===== src/rtl/voice_alloc_if.sv =====
// Event and voice-array signals between the event decoder, the allocator and the adsr bank.
// Build option: VOICE_STEAL_EN in voice_alloc only; the bundle itself is configuration-free.
interface voice_alloc_if #(
    parameter int NUM_VOICES = 4,
    parameter int NOTE_W     = 7
);
    logic                         ev_valid;
    logic                         ev_ready;
    logic                         ev_on;
    logic [NOTE_W-1:0]            ev_note;
    logic [NUM_VOICES-1:0]        voice_idle;
    logic [NUM_VOICES-1:0]        voice_trig;
    logic [NUM_VOICES*NOTE_W-1:0] voice_note;
    logic                         ev_drop;

    modport master (
        output ev_valid, ev_on, ev_note, voice_idle,
        input  ev_ready, voice_trig, voice_note, ev_drop
    );

    modport slave (
        input  ev_valid, ev_on, ev_note, voice_idle,
        output ev_ready, voice_trig, voice_note, ev_drop
    );
endinterface


===== src/rtl/voice_alloc.sv =====
// Polyphony allocator: binds note-on/off events to NUM_VOICES adsr voices (optional VOICE_STEAL_EN).
// Latency: result on voice_trig/voice_note/ev_drop 2 edges after accept (IDLE->EXEC->IDLE).
// Backpressure: ev_ready is low for the EXEC cycle, so at most one event per 2 cycles.
module voice_alloc #(
    parameter int NUM_VOICES = 4,
    parameter int NOTE_W     = 7
) (
    input  logic          clk,
    input  logic          rst,
    voice_alloc_if.slave  bus
);
    localparam int IDX_W = (NUM_VOICES > 1) ? $clog2(NUM_VOICES) : 1;

    typedef enum logic       {S_IDLE, S_EXEC} state_t;
    typedef enum logic [1:0] {V_FREE, V_HELD, V_REL} vstate_t;

    state_t              r_state, w_state_nxt;
    logic                r_ev_ready, w_ready_nxt;
    logic                r_ev_on;
    logic [NOTE_W-1:0]   r_ev_note;
    logic                r_drop, w_drop_nxt;
    logic [NUM_VOICES-1:0] r_trig;

    vstate_t             r_vs       [NUM_VOICES];
    vstate_t             w_vs_nxt   [NUM_VOICES];
    logic [1:0]          r_guard    [NUM_VOICES];
    logic [1:0]          w_guard_nxt[NUM_VOICES];
    logic [NOTE_W-1:0]   r_note     [NUM_VOICES];
    logic [NOTE_W-1:0]   w_note_nxt [NUM_VOICES];

    logic                w_accept;
    logic                w_match;
    logic [IDX_W-1:0]    w_match_idx;
    logic                w_has_free;
    logic [IDX_W-1:0]    w_free_idx;
    logic                w_alloc;
    logic [IDX_W-1:0]    w_tgt;

`ifdef VOICE_STEAL_EN
    logic [IDX_W-1:0]    r_age      [NUM_VOICES];
    logic [IDX_W-1:0]    w_age_nxt  [NUM_VOICES];
    logic                w_has_held;
    logic [IDX_W-1:0]    w_steal_idx;
    logic [IDX_W-1:0]    w_best_age;
    logic                w_tgt_held;
`endif

    assign w_accept = bus.ev_valid && r_ev_ready;

    always_ff @(posedge clk or posedge rst) begin
        if (rst) r_state <= S_IDLE;
        else     r_state <= w_state_nxt;
    end

    always_comb begin
        w_state_nxt = r_state;
        case (r_state)
            S_IDLE:  if (w_accept) w_state_nxt = S_EXEC;
            S_EXEC:  w_state_nxt = S_IDLE;
            default: w_state_nxt = S_IDLE;
        endcase
    end

    always_comb begin
        w_ready_nxt = (w_state_nxt == S_IDLE);
    end

    // Candidate search: descending loop so the lowest index wins.
    always_comb begin
        w_match     = 1'b0;
        w_match_idx = '0;
        w_has_free  = 1'b0;
        w_free_idx  = '0;
        for (int v = NUM_VOICES - 1; v >= 0; v--) begin
            if (r_vs[v] == V_HELD && r_note[v] == r_ev_note) begin
                w_match     = 1'b1;
                w_match_idx = IDX_W'(v);
            end
            if (r_vs[v] == V_FREE) begin
                w_has_free = 1'b1;
                w_free_idx = IDX_W'(v);
            end
        end
    end

`ifdef VOICE_STEAL_EN
    // Oldest held voice; strict compare keeps the lowest index on a tie.
    always_comb begin
        w_has_held  = 1'b0;
        w_steal_idx = '0;
        w_best_age  = '0;
        for (int v = 0; v < NUM_VOICES; v++) begin
            if (r_vs[v] == V_HELD && (!w_has_held || r_age[v] > w_best_age)) begin
                w_has_held  = 1'b1;
                w_steal_idx = IDX_W'(v);
                w_best_age  = r_age[v];
            end
        end
    end
`endif

    always_comb begin
        w_drop_nxt = 1'b0;
        w_alloc    = 1'b0;
        w_tgt      = '0;
`ifdef VOICE_STEAL_EN
        w_tgt_held = 1'b0;
`endif
        for (int v = 0; v < NUM_VOICES; v++) begin
            w_vs_nxt[v]    = r_vs[v];
            w_guard_nxt[v] = r_guard[v];
            w_note_nxt[v]  = r_note[v];
            // Guard covers the adsr's lag before voice_idle reflects the release.
            if (r_vs[v] == V_REL) begin
                if (r_guard[v] != 2'd0)     w_guard_nxt[v] = r_guard[v] - 2'd1;
                else if (bus.voice_idle[v]) w_vs_nxt[v]    = V_FREE;
            end
        end

        if (r_state == S_EXEC) begin
            if (r_ev_on) begin
                if (w_match) begin
                    w_alloc = 1'b0;
                end else if (w_has_free) begin
                    w_alloc = 1'b1;
                    w_tgt   = w_free_idx;
`ifdef VOICE_STEAL_EN
                end else if (w_has_held) begin
                    w_alloc    = 1'b1;
                    w_tgt      = w_steal_idx;
                    w_tgt_held = 1'b1;
`endif
                end else begin
                    w_drop_nxt = 1'b1;
                end
            end else if (w_match) begin
                w_vs_nxt[w_match_idx]    = V_REL;
                w_guard_nxt[w_match_idx] = 2'd2;
            end
            if (w_alloc) begin
                w_vs_nxt[w_tgt]   = V_HELD;
                w_note_nxt[w_tgt] = r_ev_note;
            end
        end
    end

`ifdef VOICE_STEAL_EN
    always_comb begin
        for (int u = 0; u < NUM_VOICES; u++) begin
            w_age_nxt[u] = r_age[u];
            if (w_alloc) begin
                if (IDX_W'(u) == w_tgt) begin
                    w_age_nxt[u] = '0;
                end else if (r_vs[u] == V_HELD && (!w_tgt_held || r_age[u] < r_age[w_tgt])
                             && r_age[u] != IDX_W'(NUM_VOICES - 1)) begin
                    w_age_nxt[u] = r_age[u] + 1'b1;
                end
            end
        end
    end
`endif

    always_ff @(posedge clk or posedge rst) begin
        if (rst) begin
            r_ev_ready <= 1'b1;
            r_ev_on    <= 1'b0;
            r_ev_note  <= '0;
            r_drop     <= 1'b0;
            r_trig     <= '0;
            for (int v = 0; v < NUM_VOICES; v++) begin
                r_vs[v]    <= V_FREE;
                r_guard[v] <= 2'd0;
                r_note[v]  <= '0;
`ifdef VOICE_STEAL_EN
                r_age[v]   <= '0;
`endif
            end
        end else begin
            r_ev_ready <= w_ready_nxt;
            r_drop     <= w_drop_nxt;
            if (w_accept) begin
                r_ev_on   <= bus.ev_on;
                r_ev_note <= bus.ev_note;
            end
            for (int v = 0; v < NUM_VOICES; v++) begin
                r_vs[v]    <= w_vs_nxt[v];
                r_guard[v] <= w_guard_nxt[v];
                r_note[v]  <= w_note_nxt[v];
                r_trig[v]  <= (w_vs_nxt[v] == V_HELD);
`ifdef VOICE_STEAL_EN
                r_age[v]   <= w_age_nxt[v];
`endif
            end
        end
    end

    assign bus.ev_ready   = r_ev_ready;
    assign bus.ev_drop    = r_drop;
    assign bus.voice_trig = r_trig;

    for (genvar g = 0; g < NUM_VOICES; g++) begin : g_note
        assign bus.voice_note[g*NOTE_W +: NOTE_W] = r_note[g];
    end
endmodule


===== src/flat_wrapper.sv =====
// flat-port wrapper written by rule: the top's interface ports become plain ports
module voice_alloc_flat 
#(
    parameter int NUM_VOICES = 4,
    parameter int NOTE_W     = 7
)
  (clk, rst, bus_ev_valid, bus_ev_on, bus_ev_note, bus_voice_idle, bus_ev_ready, bus_voice_trig, bus_voice_note, bus_ev_drop);
  voice_alloc_if #(.NUM_VOICES(NUM_VOICES), .NOTE_W(NOTE_W)) bus_i ();
  input  logic clk;
  input  logic rst;
  input wire logic [$bits(bus_i.ev_valid)-1:0] bus_ev_valid;
  input wire logic [$bits(bus_i.ev_on)-1:0] bus_ev_on;
  input wire logic [$bits(bus_i.ev_note)-1:0] bus_ev_note;
  input wire logic [$bits(bus_i.voice_idle)-1:0] bus_voice_idle;
  output wire logic [$bits(bus_i.ev_ready)-1:0] bus_ev_ready;
  output wire logic [$bits(bus_i.voice_trig)-1:0] bus_voice_trig;
  output wire logic [$bits(bus_i.voice_note)-1:0] bus_voice_note;
  output wire logic [$bits(bus_i.ev_drop)-1:0] bus_ev_drop;
  assign bus_i.ev_valid = bus_ev_valid;
  assign bus_i.ev_on = bus_ev_on;
  assign bus_i.ev_note = bus_ev_note;
  assign bus_i.voice_idle = bus_voice_idle;
  assign bus_ev_ready = bus_i.ev_ready;
  assign bus_voice_trig = bus_i.voice_trig;
  assign bus_voice_note = bus_i.voice_note;
  assign bus_ev_drop = bus_i.ev_drop;
  voice_alloc #(.NUM_VOICES(NUM_VOICES), .NOTE_W(NOTE_W)) u_core (.clk(clk), .rst(rst), .bus(bus_i));
endmodule

===== config.mk =====
export PLATFORM = sky130hd
export DESIGN_NAME = voice_alloc_flat
export DESIGN_NICKNAME = d
export VERILOG_FILES = /design/src/rtl/voice_alloc_if.sv /design/src/rtl/voice_alloc.sv /design/src/flat_wrapper.sv
export SDC_FILE = /design/constraint.sdc
export NUM_CORES = 1
export LEC_CHECK = 0
export CAP_MARGIN = 20
export CORE_ASPECT_RATIO = 0.7
export CORE_UTILIZATION = 57
export CTS_CLUSTER_DIAMETER = 100
export DETAILED_ROUTE_END_ITERATION = 10
export PLACE_DENSITY = 0.85
export SLEW_MARGIN = 15
export SYNTH_ARGS = -nofsm -noshare
export SYNTH_HDL_FRONTEND = slang
export SYNTH_SLANG_ARGS = --single-unit

===== constraint.sdc =====
create_clock -name clk -period 4.9 [get_ports clk]
set_input_delay 0.49 -clock clk [delete_from_list [all_inputs] [get_ports clk]]
set_output_delay 0.49 -clock clk [all_outputs]
set_load 0.02 [all_outputs]

==> impl_metrics.env, run 1 <==
export IMPL_crit_type="register to register"
export IMPL_postCtsSetupBuffers=0
export IMPL_h_tree_depth=3
export IMPL_start_util=0.5977
export IMPL_final_hold_violation_count=0
export IMPL_clock_latency_ns=0.33
export IMPL_ctsHoldBuffers=0
export IMPL_setup_viol=0
export IMPL_die_y_um=61.41
export IMPL_vias_per_cell=5.410
export IMPL_synth_edf_count=0
export IMPL_cts_made_buffers=9
export IMPL_setup_slack_ns=2.588
export IMPL_die_area_um2=5335
export IMPL_core_um2=4808
export IMPL_pin_count=49
export IMPL_antenna_found_initial=0
export IMPL_clockRootBuffer="clkbuf_8"
export IMPL_gp_congestion=0.7914
export IMPL_grt_pass1_vias=1824
export IMPL_synthCells=221
export IMPL_hold_class="register to register"
export IMPL_ys_ff_latch=59
export IMPL_cpPeakStageDelay_ns=0.52
export IMPL_yosys_area_top_type_share=0.5050
export IMPL_final_nets=287
export IMPL_critical_path_required_ns=5.12
export IMPL_irDropWorstVdd_v=0.0003387
export IMPL_grtUsageMet2=0.3543
export IMPL_busiest_layer="met2"
export IMPL_synth_avg_cell_area_um2=13.00
export IMPL_layout_common_cells="dfrtp_1 (58), clkdlybuf4s50_1 (48), mux2_2 (26)"
export IMPL_drt_initial_drc_count=68
export IMPL_post_route_period_util=0.4717
export IMPL_powerDensity_nw_per_um2=610.0
export IMPL_finClkSkew_ns=0.003463
export IMPL_clk_pin_slew_worst_paths_ns=0.06
export IMPL_slew_headroom=0.5225
export IMPL_grt_pass1_wl_um=9066
export IMPL_synth_area_um2=2874
export IMPL_fin_crit_ns=2.312
export IMPL_ys_seq_area_frac=0.5141
export IMPL_end_kind="register"
export IMPL_dr_pass1_iters=4
export IMPL_ys_flop_type="dfrtp_1"
export IMPL_cts_resized=0
export IMPL_drive_gt1_frac=0.2455
export IMPL_synthDistinctLibCells=45
export IMPL_drt_total_wl_um=5478
export IMPL_critPathBufInv=0
export IMPL_rows=21
export IMPL_mappedNetlistNets=236
export IMPL_final_common_cell="dfrtp_1"
export IMPL_fin_area_um2=3538
export IMPL_startpoint_type="register"
export IMPL_wl_per_cell_um=15.83
export IMPL_numClockSinks=59
export IMPL_vias=1872
export IMPL_preCtsSetupSlack_ns=2.579
export IMPL_yosys_warnings=0
export IMPL_syn2layout_area_growth_pct=23.12
export IMPL_port_buffers=48
export IMPL_holdWs_ns=0.5069
export IMPL_crit_slowest_cell="dfrtp_1"
export IMPL_grtUsageMet3=0.08981
export IMPL_worstMarginPinSlew_ns=0.7162
export IMPL_synthArstFlopShare=1.000
export IMPL_status="finished clean"
export IMPL_yosysTopAreaCell="dfrtp_1"
export IMPL_rsz0062_at_grt="false"
export IMPL_die_w_um=86.87
export IMPL_cts_buffer_depth=2
export IMPL_track_usage=0.2390
export IMPL_ant_nets=0
export IMPL_grt_use_met1=0.3234
export IMPL_grt_overflow_total=0
export IMPL_fin_setup_tns_ns=0
export IMPL_crit_chain="xor2_1, nor4_2, nand4_1, and3_1, nand4_4, mux2_4"
export IMPL_worstPathArrival_ns=2.53
export IMPL_synth_area_leaders="dfrtp_1 (51%), mux2_2 (10%), xnor2_1 (4.3%)"
export IMPL_slew_viol_final=0
export IMPL_critPathTopFamily="simple AND/OR/NAND/NOR gates"
export IMPL_p_leak_nw=1.539
export IMPL_antennaDiodeCount=0
export IMPL_fmax_mhz=432.6
export IMPL_crit_fanout=9
export IMPL_placed_cell_area_um2=3347
export IMPL_grt_max_degree=60
export IMPL_drc_errors=0
export IMPL_place_hpwl_um=3836
export IMPL_cap_violations=0
export IMPL_cts_tree="done"
[report_power, final]
group / switching [mW] / internal [mW]
Sequential: 0.191 / 0.656
Clock: 0.173 / 0.238
Combinational: 0.418 / 0.482
[cell type report]
cell class	count	area [um2]
flip-flops and latches	59	1478
inverters	13	48.80
clock buffers	15	186.4
repair buffers	49	488.0
clock inverters	1	5.005
multi-input cells	140	1246
fillers	324	1270
well taps	69	86.33
[tightest hold or removal path: cells and delay by family, from the launching register on]
kind	cells	cell delay (ns)
DFF	1	0.37
and+or+nand+nor	2	0.11
[path summary, 6_finish.rpt]
| kind | slack, ns | cells after the start | from | to |
|---|---|---|---|---|
| worst min-delay path | 0.51 | 2 | u_core.r_guard[5]$_DFF_PP0_ | u_core.r_guard[5]$_DFF_PP0_ |
| worst min register to register | 0.51 | 2 | u_core.r_guard[5]$_DFF_PP0_ | u_core.r_guard[5]$_DFF_PP0_ |
| min in group asynchronous | 0.69 | 3 | rst | u_core.r_guard[2]$_DFF_PP0_ |
| worst max register to register | 2.59 | 6 | u_core.r_ev_note[6]$_DFFE_PP0P_ | u_core.bus.voice_note[0]$_DFFE_PP0P_ |
| worst max-delay path | 2.59 | 6 | u_core.r_ev_note[6]$_DFFE_PP0P_ | u_core.bus.voice_note[0]$_DFFE_PP0P_ |
| max in group asynchronous | 3.75 | 3 | rst | u_core.r_vs[7]$_DFF_PP0_ |
[synthesized netlist by cell type, types with 2 or more instances]
cell and number:
a21oi_1 3, o21ai_0 6, dfrtp_1 58, mux2_2 26, nand2_1 11, nand4_1 6
nand3_1 3, clkbuf_8 3, mux2_1 3, nor4b_1 3, inv_1 13, nor2_1 7
nor4_4 2, and3_1 3, nand4_4 3, buf_6 5, o31ai_1 2, nor3_1 4
xor2_1 14, xnor2_1 14, a21boi_0 2, mux2_4 7
[cell families (layout without fill, tap and decap cells)]
group | after synthesis | count (layout) | synth area share
AO/OA/AOI/OAI | 22 | 22 | 0.05355
multiplexers | 36 | 36 | 0.1502
AND/OR/NAND/NOR | 54 | 54 | 0.1445
flip-flops | 59 | 59 | 0.5141
buffers and inverters | 22 | 78 | 0.05224
XOR/XNOR | 28 | 28 | 0.08533
[per-stage QoR]
step	instances	power [mW]	utilization
3_5_place_dp	330	1.754	0.6961
6_report	346	2.159	0.7359
3_3_place_gp	330	1.735	0.6961
5_1_grt	346	2.285	0.7359
2_1_floorplan	221	1.408	-
4_1_cts	346	2.179	0.7359
[sequential cells by signal, summed over array words and instances (netlist names)]
name	cells
u_core.bus.ev_ready	1
u_core.r_ev_note	7
u_core.r_vs	8
u_core.bus.ev_drop	1
u_core.r_state	1
u_core.r_guard	8
u_core.r_ev_on	1
u_core.bus.voice_trig	4
u_core.bus.voice_note	28
[per-layer routing]
| metal | vias up | wire (um) |
|---|---|---|
| li1 | 880 | - |
| met1 | 931 | 2598 |
| met2 | 53 | 2506 |
| met5 | - | 0 |
| met4 | 0 | 81 |
| met3 | 8 | 291 |
Power figures use the tool's default switching activity.
==> inputs of run 2 (changes only) <==
--- a/config.mk
+++ b/config.mk
@@ -7,10 +7,10 @@
 export LEC_CHECK = 0
 export CAP_MARGIN = 20
 export CORE_ASPECT_RATIO = 0.7
-export CORE_UTILIZATION = 57
+export CORE_UTILIZATION = 48
 export CTS_CLUSTER_DIAMETER = 100
 export DETAILED_ROUTE_END_ITERATION = 10
-export PLACE_DENSITY = 0.85
+export PLACE_DENSITY = 0.76
 export SLEW_MARGIN = 15
 export SYNTH_ARGS = -nofsm -noshare
 export SYNTH_HDL_FRONTEND = slang
==> constraint.sdc (replaced) <==
create_clock -name clk -period 2 [get_ports clk]
set_input_delay 0.2 -clock clk [delete_from_list [all_inputs] [get_ports clk]]
set_output_delay 0.2 -clock clk [all_outputs]
set_load 0.02 [all_outputs]
==> run 2 against run 1 <==
The run now ends with DRC, setup timing left. Final cell count rose by 13%. Worst hold slack worse by 0.33 ns. Non-clock buffer count rose by 38. Routed wire length is 17% higher. Utilization fell by 3.2 points. Global-route usage down 1.1 points. Combinational power grew to 3.2 times the previous value. Via count is 8.3% higher. First-iteration DRC count rose by 84%. Worst setup slack got worse by 2.7 ns.
==> impl_metrics.env, run 2 (synthesis gave the netlist of run 1 again) <==
export IMPL_status="finished with violations"
export IMPL_failed_checks="DRC, setup timing"
export IMPL_final_common_cell="dfrtp_1"
export IMPL_wl_per_cell_um=16.43
export IMPL_cts_made_buffers=9
export IMPL_track_usage=0.2284
export IMPL_clk_pin_slew_worst_paths_ns=0.06
export IMPL_ant_nets=0
export IMPL_powerDensity_nw_per_um2=1468
export IMPL_p_leak_nw=1.844
export IMPL_die_w_um=94.49
export IMPL_drc_errors=2
export IMPL_die_y_um=66.74
export IMPL_antenna_found_initial=0
export IMPL_fin_area_um2=4051
export IMPL_worstMarginPinSlew_ns=0.5139
export IMPL_clockRootBuffer="clkbuf_8"
export IMPL_vias_per_cell=5.184
export IMPL_dp_cells=369
export IMPL_setup_viol=31
export IMPL_critical_path_required_ns=2.23
export IMPL_syn2layout_area_growth_pct=40.97
export IMPL_die_area_um2=6306
export IMPL_busiest_layer="met2"
export IMPL_grt_pass1_vias=2048
export IMPL_fmax_mhz=469.3
export IMPL_grt_pass1_wl_um=10250
export IMPL_numClockSinks=59
export IMPL_final_cells=391
export IMPL_crit_fanout=8
export IMPL_grtUsageMet2=0.3524
export IMPL_worstPathArrival_ns=2.36
export IMPL_grt_use_met1=0.2952
export IMPL_start_util=0.4993
export IMPL_gp_congestion=0.8570
export IMPL_port_buffers=48
export IMPL_irDropWorstVdd_v=0.0008221
export IMPL_fin_crit_ns=2.131
export IMPL_post_route_period_util=1.066
export IMPL_cts_buffer_depth=2
export IMPL_h_tree_depth=3
export IMPL_fin_setup_tns_ns=-3.024
export IMPL_antennaDiodeCount=0
export IMPL_finClkSkew_ns=0.006443
export IMPL_final_nets=326
export IMPL_hold_class="input pin to async pin"
export IMPL_rsz0062_at_grt="true"
export IMPL_slew_viol_final=0
export IMPL_core_um2=5756
export IMPL_place_hpwl_um=4510
export IMPL_dr_pass1_iters=7
export IMPL_grt_max_degree=22
export IMPL_startpoint_type="register"
export IMPL_placed_cell_area_um2=3627
export IMPL_largest_reg_flops=28
export IMPL_cap_violations=0
export IMPL_total_power_mw=5.949
export IMPL_pin_count=49
export IMPL_drt_total_wl_um=6423
export IMPL_preCtsSetupSlack_ns=-0.1153
export IMPL_rows=23
export IMPL_drt_initial_drc_count=125
export IMPL_setup_slack_ns=-0.1310
export IMPL_end_kind="register"
export IMPL_cts_tree="done"
export IMPL_slew_headroom=0.6548
export IMPL_layout_common_cells="dfrtp_1 (53), clkdlybuf4s50_1 (48), buf_4 (30)"
export IMPL_clock_latency_ns=0.34
export IMPL_grtUsageMet3=0.09589
export IMPL_r2r_slack_ns=-0.13
export IMPL_grt_overflow_total=0
export IMPL_vias=2027
export IMPL_final_hold_violation_count=0
export IMPL_crit_type="register to register"
export IMPL_drive_gt1_frac=0.4051
[run 2: final cells by class]
cell class	instances	area, um2
Fill cell	422	1704
Tap cell	75	93.84
Inverter	13	48.80
Sequential cell	59	1484
Timing Repair Buffer	87	828.3
Clock buffer	15	196.4
Multi-Input combinational cell	141	1395
Clock inverter	1	5.005
[run 2: layer usage]
metal | vias up | routed length (um)
met4 | 0 | 57
met1 | 1007 | 3068
met5 | - | 0
met3 | 7 | 377
met2 | 53 | 2919
li1 | 960 | -
[run 2: metrics by stage]
stage,util,hold WS (ns)
global placement,0.6302,0.4826
floorplan,-,0.3506
detailed placement,0.6302,0.4997
CTS,0.6900,0.1740
finish,0.7039,0.1745
global route,0.7039,0.1983
[run 2: power breakdown]
| part | total (mW) | switching (mW) | internal (mW) |
|---|---|---|---|
| combinational | 2.87 | 1.26 | 1.61 |
| clock | 1.07 | 0.448 | 0.617 |
| sequential | 2.02 | 0.404 | 1.61 |
| total | 5.95 | 2.12 | 3.83 |
[run 2: worst paths after layout]
path	from	to	depth (start not counted)
min in group clk	bus_ev_note[3]	u_core.r_ev_note[3]$_DFFE_PP0P_	2
max in group asynchronous	rst	u_core.bus.ev_ready$_DFF_PP1_	3
min reg2reg	u_core.r_guard[3]$_DFF_PP0_	u_core.r_guard[3]$_DFF_PP0_	1
max reg2reg	u_core.r_ev_note[2]$_DFFE_PP0P_	u_core.bus.voice_note[6]$_DFFE_PP0P_	8
max	u_core.r_ev_note[2]$_DFFE_PP0P_	u_core.bus.voice_note[6]$_DFFE_PP0P_	8
min	rst	u_core.bus.ev_drop$_DFF_PP0_	2
[run 2: critical path, cell delays in order, from the launching register on]
cell	delay (ns)
dfrtp_2	0.45
buf_6	0.13
xor2_1	0.16
nor4_2	0.17
nand4_1	0.20
and3_4	0.23
buf_4	0.13
nand4_4	0.20
mux2_4	0.33
[run 2: repair_timing]
action,CTS,global route
hold buffers,0,0
gates resized for setup,28,17
setup buffers,4,1
pin swaps,14,10
endpoints found under the setup margin,35,40
cloned,0,1
==> inputs of run 3 (changes only) <==
--- a/config.mk
+++ b/config.mk
@@ -7,6 +7,7 @@
 export LEC_CHECK = 0
 export CAP_MARGIN = 20
 export CORE_ASPECT_RATIO = 0.7
+export CORE_MARGIN = 4
 export CORE_UTILIZATION = 48
 export CTS_CLUSTER_DIAMETER = 100
 export DETAILED_ROUTE_END_ITERATION = 10
==> run 3 against run 2 <==
The run ends with setup timing left. Clock skew decreased by 0.00063 ns. Fmax decreased by 0.46%. Via count increased by 2.7%. Final cell count increased by 2.6%. Global-route usage decreased by 3.4 points. Worst hold slack improved by 0.042 ns. First-iteration DRC count decreased by 54%. Non-clock buffer count increased by 11. Critical path depth decreased by 1. Sequential cell count unchanged. Combinational power increased by 4%. Critical endpoint is now u_core.bus.voice_note[25]$_DFFE_PP0P_. Highest routed layer unchanged.
==> impl_metrics.env, run 3 (synthesis gave the netlist of run 1 again) <==
export IMPL_status="finished with violations"
export IMPL_failed_checks="setup timing"
export IMPL_r2r_slack_ns=-0.14
export IMPL_crit_fanout=8
export IMPL_track_usage=0.1941
export IMPL_h_tree_depth=3
export IMPL_r2r_cells=7
export IMPL_grt_overflow_total=0
export IMPL_powerDensity_nw_per_um2=1510
export IMPL_fin_util=0.7357
export IMPL_syn2layout_area_growth_pct=47.32
export IMPL_cap_violations=0
export IMPL_r2r_end="u_core.bus.voice_note[25]$_DFFE_PP0P_"
export IMPL_core_um2=5756
export IMPL_final_hold_violation_count=0
export IMPL_die_w_um=100.5
export IMPL_pin_count=49
export IMPL_startpoint_type="register"
export IMPL_grt_pass1_vias=2070
export IMPL_drt_total_wl_um=7141
export IMPL_numClockSinks=59
export IMPL_cts_buffer_depth=2
export IMPL_finClkSkew_ns=0.005815
export IMPL_die_area_um2=7309
export IMPL_crit_type="register to register"
export IMPL_irDropWorstVdd_v=0.0007266
export IMPL_ant_nets=0
export IMPL_worstMarginPinSlew_ns=0.5047
export IMPL_setup_slack_ns=-0.1409
export IMPL_final_cells=401
export IMPL_fill_cells=385
export IMPL_port_buffers=48
export IMPL_final_nets=336
export IMPL_dp_cells=370
export IMPL_worstPathArrival_ns=2.37
export IMPL_dr_pass1_iters=4
export IMPL_rows=23
export IMPL_vias=2081
export IMPL_fin_crit_ns=2.141
export IMPL_rsz0062_at_grt="true"
export IMPL_largest_reg_flops=28
export IMPL_cts_made_buffers=9
export IMPL_place_hpwl_um=4606
export IMPL_layout_common_cells="dfrtp_1 (55), clkdlybuf4s50_1 (48), buf_4 (38)"
export IMPL_placed_cell_area_um2=3635
export IMPL_grt_pass1_wl_um=10570
export IMPL_clk_pin_slew_worst_paths_ns=0.07
export IMPL_final_common_cell="dfrtp_1"
export IMPL_p_leak_nw=1.927
export IMPL_fmax_mhz=467.1
export IMPL_setup_viol=36
export IMPL_slew_headroom=0.6630
export IMPL_cts_tree="done"
export IMPL_fin_area_um2=4234
export IMPL_vias_per_cell=5.190
export IMPL_antenna_found_initial=0
export IMPL_wl_per_cell_um=17.81
export IMPL_drt_initial_drc_count=58
export IMPL_antennaDiodeCount=0
export IMPL_gp_congestion=0.8126
export IMPL_post_route_period_util=1.070
export IMPL_end_kind="register"
export IMPL_start_util=0.4993
export IMPL_drive_gt1_frac=0.4294
export IMPL_critical_path_required_ns=2.23
export IMPL_hold_class="input pin to async pin"
export IMPL_clock_latency_ns=0.34
export IMPL_drc_errors=0
export IMPL_clockRootBuffer="clkbuf_8"
export IMPL_r2r_start="u_core.r_ev_note[4]$_DFFE_PP0P_"
export IMPL_slew_viol_final=0
export IMPL_grt_max_degree=24
export IMPL_die_y_um=72.74
## run 3: worst max-delay path, cell delays in order (launching register included)
cell and delay (ns):
dfrtp_2 0.45, buf_6 0.14, xor2_1 0.17, nor4_2 0.30, nand4_1 0.16, and3_4 0.26
nand4_4 0.19, mux2_2 0.36
## run 3: timing repair
item / CTS / global route
gates resized for setup: 14 / 33
pin swaps: 10 / 15
gates cloned: 0 / 0
hold endpoints to repair: 0 / 0
buffers inserted: 9 / 8
hold buffers: 0 / 0
endpoints found under the setup margin: 36 / 39
## run 3: layout make-up
type | count | area (um2) | share of cell area
clock inverters | 4 | 95.09 | 0.02246
flip-flops and latches | 59 | 1481 | 0.3499
repair buffers | 98 | 927.1 | 0.2190
clock buffers | 12 | 165.2 | 0.03901
well taps | 75 | 93.84 | 0.02216
inverters | 13 | 48.80 | 0.01152
multi-input cells | 140 | 1423 | 0.3360
## run 3: metal layers
metal	track usage	wire [um]	up-vias
met2	0.2871	3264	54
li1	-	-	972
met4	0.05830	108	0
met3	0.06590	362	9
met1	0.2723	3406	1046
met5	0	0	-
## run 3: power breakdown
part | switching (mW) | internal [mW]
registers | 0.408 | 1.61
clock network | 0.466 | 0.928
logic | 1.32 | 1.66
## run 3: worst max path at each step
stage / startpoint / end / cells after the start
floorplan: u_core.r_ev_note[0]$_DFFE_PP0P_ / u_core.bus.voice_note[0]$_DFFE_PP0P_ / 7
global route: u_core.r_ev_note[4]$_DFFE_PP0P_ / u_core.bus.voice_note[8]$_DFFE_PP0P_ / 7
CTS: u_core.r_ev_note[6]$_DFFE_PP0P_ / u_core.bus.voice_note[2]$_DFFE_PP0P_ / 8
detailed placement: u_core.r_ev_note[4]$_DFFE_PP0P_ / u_core.bus.voice_note[6]$_DFFE_PP0P_ / 6
global placement: u_core.r_ev_note[4]$_DFFE_PP0P_ / u_core.bus.voice_note[4]$_DFFE_PP0P_ / 6
finish: u_core.r_ev_note[4]$_DFFE_PP0P_ / u_core.bus.voice_note[25]$_DFFE_PP0P_ / 7
## run 3: per-stage QoR
stage                     total power [mW]  hold WS, ns  TNS [ns]  worst slack [ns]
after global routing                 6.724       0.2353    -7.293           -0.2433
after detailed placement             4.631       0.4862    -5.676           -0.2290
after global placement               4.575       0.4843    -4.346           -0.1740
after floorplan                      3.450       0.3506         0          0.002642
final                                6.392       0.2161    -3.527           -0.1409
after CTS                            6.139       0.2099    -2.155          -0.09776
